===== src/rtl/sprite_layer_db.sv =====
// sprite_layer_db: double-buffered sprite layer that decodes commands, swaps banks at a frame boundary and
// drives a 3-stage composited pixel pipeline with hflip, transparency and child-index priority.
module sprite_layer_db #(
  parameter logic [5:0] COMPONENT_ID = 6'b001001,
  parameter int NUM_CHILDREN = 4,
  parameter int NUM_PATTERNS = 4,
  parameter int SPR_W = 16,
  parameter int SPR_H = 16,
  parameter int PIX_BITS = 2,
  parameter logic [9:0] V_SWAP = 10'd480,
  parameter string ROM_FILE = "sprite.txt"
) (
  input  logic        clk,
  input  logic        reset_n,
  input  logic        write,
  input  logic [31:0] writedata,
  input  logic [9:0]  hcount,
  input  logic [9:0]  vcount,
  output logic [23:0] RGB_output,
  output logic        pixel_valid,
  output logic        swap_pending
);
  localparam int CB = $clog2(SPR_W);
  localparam int RB = $clog2(SPR_H);
  localparam int AW = 5 + RB + CB;

  // Pattern image: index = (pattern + row + col + 1) mod 2**PIX_BITS, so index 0 marks transparent pixels
  function automatic logic [PIX_BITS-1:0] rom_pix(input logic [AW-1:0] a);
    return PIX_BITS'(32'(a[AW-1:RB+CB]) + 32'(a[RB+CB-1:CB]) + 32'(a[CB-1:0]) + 1);
  endfunction

  function automatic logic [23:0] palette(input logic [PIX_BITS-1:0] i);
    return i == '0 ? 24'h202020 : 24'(32'(i) * 32'h405060);
  endfunction

  logic [5:0]  comp;
  logic [4:0]  child;
  logic [3:0]  ctrl;
  logic [2:0]  typ;
  logic [12:0] payload;
  logic        unused;
  assign comp    = writedata[31:26];
  assign child   = writedata[25:21];
  assign ctrl    = writedata[20:17];
  assign typ     = writedata[16:14];
  assign payload = writedata[12:0];
  assign unused  = &{1'b0, writedata[13], payload[10]};

  logic [NUM_CHILDREN-1:0] vis_q [2], vis_d [2], hf_q [2], hf_d [2];
  logic [9:0] x_q [2][NUM_CHILDREN], x_d [2][NUM_CHILDREN];
  logic [9:0] y_q [2][NUM_CHILDREN], y_d [2][NUM_CHILDREN];
  logic [4:0] pat_q [2][NUM_CHILDREN], pat_d [2][NUM_CHILDREN];
  logic front_q, front_d, swap_q, swap_d, back, commit, cfg_wr, pat_bad;

  assign back    = ~front_q;
  assign commit  = swap_q && hcount == 10'd0 && vcount == V_SWAP;
  assign cfg_wr  = write && ctrl == 4'h1 && comp == COMPONENT_ID;
  assign pat_bad = 32'(payload[4:0]) >= NUM_PATTERNS;

  // The copy into the new back bank takes precedence over any config write in the commit cycle
  always_comb begin
    vis_d = vis_q;
    hf_d = hf_q;
    x_d = x_q;
    y_d = y_q;
    pat_d = pat_q;
    front_d = front_q;
    swap_d = swap_q;
    if (commit) begin
      front_d = back;
      vis_d[front_q] = vis_q[back];
      hf_d[front_q] = hf_q[back];
      x_d[front_q] = x_q[back];
      y_d[front_q] = y_q[back];
      pat_d[front_q] = pat_q[back];
      swap_d = 1'b0;
    end else if (cfg_wr) begin
      for (int i = 0; i < NUM_CHILDREN; i++) begin
        if (5'(i) == child) begin
          if (typ == 3'b000 && !pat_bad) begin
            vis_d[back][i] = payload[12];
            hf_d[back][i] = payload[11];
            pat_d[back][i] = payload[4:0];
          end
          if (typ == 3'b001) x_d[back][i] = payload[9:0];
          if (typ == 3'b010) y_d[back][i] = payload[9:0];
        end
      end
    end
    if (write && ctrl == 4'hF) swap_d = 1'b1;
  end

  logic [NUM_CHILDREN-1:0] hit0_d, hit0_q, hit1_q;
  logic [AW-1:0] addr0_d [NUM_CHILDREN], addr0_q [NUM_CHILDREN];
  logic [PIX_BITS-1:0] pix1_d [NUM_CHILDREN], pix1_q [NUM_CHILDREN];
  logic [23:0] rgb_d, rgb_q;
  logic valid_d, valid_q;

  // Bounds use 11-bit sums so a sprite near column/row 1023 never wraps to the left/top edge
  always_comb begin
    for (int i = 0; i < NUM_CHILDREN; i++) begin
      hit0_d[i] = vis_q[front_q][i]
        && {1'b0, hcount} >= {1'b0, x_q[front_q][i]} && {1'b0, hcount} < {1'b0, x_q[front_q][i]} + 11'(SPR_W)
        && {1'b0, vcount} >= {1'b0, y_q[front_q][i]} && {1'b0, vcount} < {1'b0, y_q[front_q][i]} + 11'(SPR_H);
      addr0_d[i] = {pat_q[front_q][i], RB'(vcount - y_q[front_q][i]),
                    CB'(hcount - x_q[front_q][i]) ^ {CB{hf_q[front_q][i]}}};
      pix1_d[i] = rom_pix(addr0_q[i]);
    end
  end

  always_comb begin
    rgb_d = palette('0);
    valid_d = 1'b0;
    for (int i = NUM_CHILDREN - 1; i >= 0; i--) begin
      if (hit1_q[i] && pix1_q[i] != '0) begin
        rgb_d = palette(pix1_q[i]);
        valid_d = 1'b1;
      end
    end
  end

  always_ff @(posedge clk or negedge reset_n) begin
    if (!reset_n) begin
      vis_q <= '{default: '0};
      hf_q <= '{default: '0};
      x_q <= '{default: '0};
      y_q <= '{default: '0};
      pat_q <= '{default: '0};
      front_q <= 1'b0;
      swap_q <= 1'b0;
      hit0_q <= '0;
      hit1_q <= '0;
      addr0_q <= '{default: '0};
      pix1_q <= '{default: '0};
      rgb_q <= 24'h202020;
      valid_q <= 1'b0;
    end else begin
      vis_q <= vis_d;
      hf_q <= hf_d;
      x_q <= x_d;
      y_q <= y_d;
      pat_q <= pat_d;
      front_q <= front_d;
      swap_q <= swap_d;
      hit0_q <= hit0_d;
      hit1_q <= hit0_q;
      addr0_q <= addr0_d;
      pix1_q <= pix1_d;
      rgb_q <= rgb_d;
      valid_q <= valid_d;
    end
  end

  assign RGB_output = rgb_q;
  assign pixel_valid = valid_q;
  assign swap_pending = swap_q;
endmodule


===== config.mk =====
export PLATFORM = sky130hd
export DESIGN_NAME = sprite_layer_db
export DESIGN_NICKNAME = d
export VERILOG_FILES = /design/src/rtl/sprite_layer_db.sv
export SDC_FILE = /design/constraint.sdc
export NUM_CORES = 1
export LEC_CHECK = 0
export ABC_AREA = 1
export ABC_CLOCK_PERIOD_IN_PS = 3550
export BUFFER_PORTS_ARGS = -buffer_cell sky130_fd_sc_hd__buf_2
export CORE_ASPECT_RATIO = 1.25
export CORE_MARGIN = 4
export CORE_UTILIZATION = 50
export CTS_BUF_LIST = sky130_fd_sc_hd__clkbuf_16
export CTS_CLUSTER_SIZE = 40
export DETAILED_ROUTE_END_ITERATION = 8
export GPL_TIMING_DRIVEN = 1
export PLACE_DENSITY = 0.67
export SLEW_MARGIN = 10
export SYNTH_ARGS = -nofsm -noshare
export SYNTH_HDL_FRONTEND = slang
export SYNTH_SLANG_ARGS = --single-unit

===== constraint.sdc =====
create_clock -name clk -period 3.55 [get_ports clk]
set_input_delay 0.71 -clock clk [delete_from_list [all_inputs] [get_ports clk]]
set_output_delay 0.71 -clock clk [all_outputs]
set_load 0.02 [all_outputs]

==> reports/results.ini <==
[clock_tree]
cts_max_level=1
post-cts-setup-buffer-count=0
cts_sinks=243
clkLatencyLatePin_ns=0.59
cts_made_buffers=29
cts.hold.buffers_added=0
cts_tree=yes
cts.path.max_buffers=3
cts_resized=0
clk_pin_slew_worst_paths_ns=0.07
cts_root_buffer=clkbuf_16

[setup_path]
end_kind=register
reg2reg_slack_ns=0.48
critPathLaunchType=register
worstReg2RegEnd=hit0_q[3]$_DFF_PN0_
worst-path-max-fanout=51
required_ns=4.03
critical_path_class=register to register
reg2reg_depth=13
arrival_ns=3.55
rr_startpoint=front_q$_DFFE_PN0N_

[placement]
port_buffers=65
dpl.hpwl_um=46500
globalplace.congestion=0.952
placed_area_um2=20400
place_ws_ns=0.252

[cells_and_area]
layout_commonest_cell=nand2_1
insertedDiodeCount=0
area_delta_synth_final_pct=9.91
fillerInstances=3708
mostFrequentLayoutCells=nand2_1 (1102), inv_1 (277), o21ai_0 (262)
fin_area_um2=21300
fin_nets=3144
final_core_util_pct=55.7
layout-drive-gt1-share_pct=8.88

[logic_synthesis]
synthTopCellsByArea=dfrtp_1 (31%), nand2_1 (21%), ha_1 (11%)
ys_types=47
synth_edf_count=0
ys_ff_latch=243
synth_area_um2=19400
async_flop_share_pct=100
synth_area_per_cell_um2=6.78
yosys_warnings=0
synth-seq-area-share_pct=31.4
yosys.area.top_type=dfrtp_1
synth_cells=2860
netlist.area_leader.share_pct=31.0
ys_dominant_reg_cell=dfrtp_1

[grt]
grt_overflow=0
first_global_vias=18172
grt_usage_pct=29.9
antenna_found_initial=0
grt_pass1_wl_um=100000
grt_max_degree=131

[drt]
viasPerCell=5.63
dr.first_iter.drc_count=1685
met1_length_um=25100
routedWlPerCell_um=18.6
vias=19323
highest_layer=met4
drt_pass1_iterations=7
postRouteAntennaNets=0
route.met3.wl_um=4950
remaining_drc_errors=0
wl_um=63900
wl_met2_um=29100

[power_and_ir_drop]
p_sw_share_pct=26.5
power_frac_seq_pct=44.2
leakage_nw=10.8
p_int_mw=4.69
clockPowerShare_pct=46.6
combPwrFrac_pct=9.2
vdd_ir_drop_max_mv=0.356
powerDensity_nw_per_um2=300
switchingPower_mw=1.69

[sta]
final.period_utilization_pct=86.5
maxSlewViolCount=0
maxSlewHeadroom_pct=33.5
rsz0062_at_grt=false
fmax_mhz=326
finalHoldViolations=0
fin_setup_tns_ns=0
worst_slew_pin_slew_ns=0.990
setup_ws_ns=0.480
layout_min_cycle_time_ns=3.07
finalClockSkew_ns=0.00972
setup_viol_count_final=0

[die]
fp-row-count=80
num_io_pins=81
initial_core_util_pct=50.7
fp.coreArea_um2=38200
die_h_um=228
die-area_um2=42000
die_x_um=184

[run]
maxCapViolCount=0

[status]
status=finished, final reports clean

[hold_path]
hp-class=primary input to asynchronous set/reset pin

-- sequential cells by signal, indices dropped and copies added, names as in the netlist --
| name | count |
|---|---|
| x_q | 80 |
| vis_q | 8 |
| RGB_output | 8 |
| addr0_q | 24 |
| pat_q | 16 |
| front_q | 1 |
| hf_q | 8 |
| pixel_valid | 1 |
| hit0_q | 4 |
| pix1_q | 8 |
| hit1_q | 4 |
| swap_pending | 1 |
| y_q | 80 |
-- how the worst max path moves through the flow --
stage                             start                  end  slack [ns]  cells past startpoint
floorplan                     hcount[8]  x_q[20]$_DFFE_PN0P_        0.77                     11
global placement              hcount[8]  x_q[39]$_DFFE_PN0P_        0.30                     11
detailed placement            hcount[8]  x_q[36]$_DFFE_PN0P_        0.25                     11
CTS                 front_q$_DFFE_PN0N_  hit0_q[0]$_DFF_PN0_        0.51                     14
global route        front_q$_DFFE_PN0N_  hit0_q[1]$_DFF_PN0_        0.26                     15
finish              front_q$_DFFE_PN0N_  hit0_q[3]$_DFF_PN0_        0.48                     13
-- cells by family after synthesis --
logic type	after synthesis	share of synthesized area [%]
other cells	1	0.0193
buf+inv	403	9.04
simple gates	1605	34.9
compound gates	373	10.3
xor+xnor	56	2.53
mux	5	0.258
flops	243	31.4
fa+ha+maj	174	11.5
-- layer usage --
metal	GRT usage, %	vias up
met3	3.25	197
met2	47.9	883
met5	0	-
li1	-	9231
met1	38.6	9012
met4	18.5	0
-- Yosys cell counts (3+ instances only) --
cell type	number
nand2_1	1102
inv_1	263
o21ai_0	262
dfrtp_1	240
nand3_1	183
ha_1	166
nor2_1	166
a21oi_1	58
nor3_1	46
buf_2	44
clkbuf_1	40
nand4_1	35
buf_4	31
xor2_1	29
xnor2_1	27
nand3_2	16
or2_2	16
a21o_1	15
nor2_4	14
o21a_1	13
buf_1	10
nor2_2	9
fa_1	8
o21ai_2	8
buf_6	7
nand3b_1	6
clkinv_1	5
mux2i_1	5
nand2_2	5
o21ai_1	5
o211ai_1	4
a21boi_0	3
dfstp_2	3
-- area by class of cell --
| cell class | count | area, um2 | area share (%) |
|---|---|---|---|
| clock buffers | 29 | 726 | 3.41 |
| clock inverters | 25 | 199 | 0.934 |
| inverters | 270 | 1020 | 4.77 |
| multi-input cells | 2226 | 11600 | 54.4 |
| flip-flops and latches | 243 | 6090 | 28.6 |
| well taps | 492 | 616 | 2.89 |
| repair buffers | 145 | 1060 | 4.98 |
-- worst max-delay path, stage by stage (launching register included) --
cell,delay [ns]
dfrtp_4,0.50
inv_4,0.21
buf_12,0.28
nand2_1,0.08
nand2_1,0.08
ha_1,0.14
inv_1,0.05
fa_1,0.35
a21oi_1,0.43
o21ai_0,0.18
nor2_1,0.27
nor2_1,0.12
nand3_1,0.17
nor2_1,0.06
-- per-stage QoR --
stage	hold slack, ns	total power, mW	std cells
2_1_floorplan	0.331	3.18	2872
3_3_place_gp	0.335	3.44	3376
3_5_place_dp	0.346	3.46	3376
4_1_cts	0.126	6.42	3430
5_1_grt	0.154	6.60	3430
6_report	0.0957	6.38	3430
-- power groups by stage --
stage	combinational [mW]	sequential (mW)	clock, mW
after floorplan	0.317	2.86	0
after global placement	0.571	2.87	0
after detailed placement	0.587	2.87	0
after CTS	0.590	2.82	3.01
after global routing	0.664	2.82	3.11
final	0.590	2.82	2.97
Note: power is estimated with default switching activity, not from simulation.
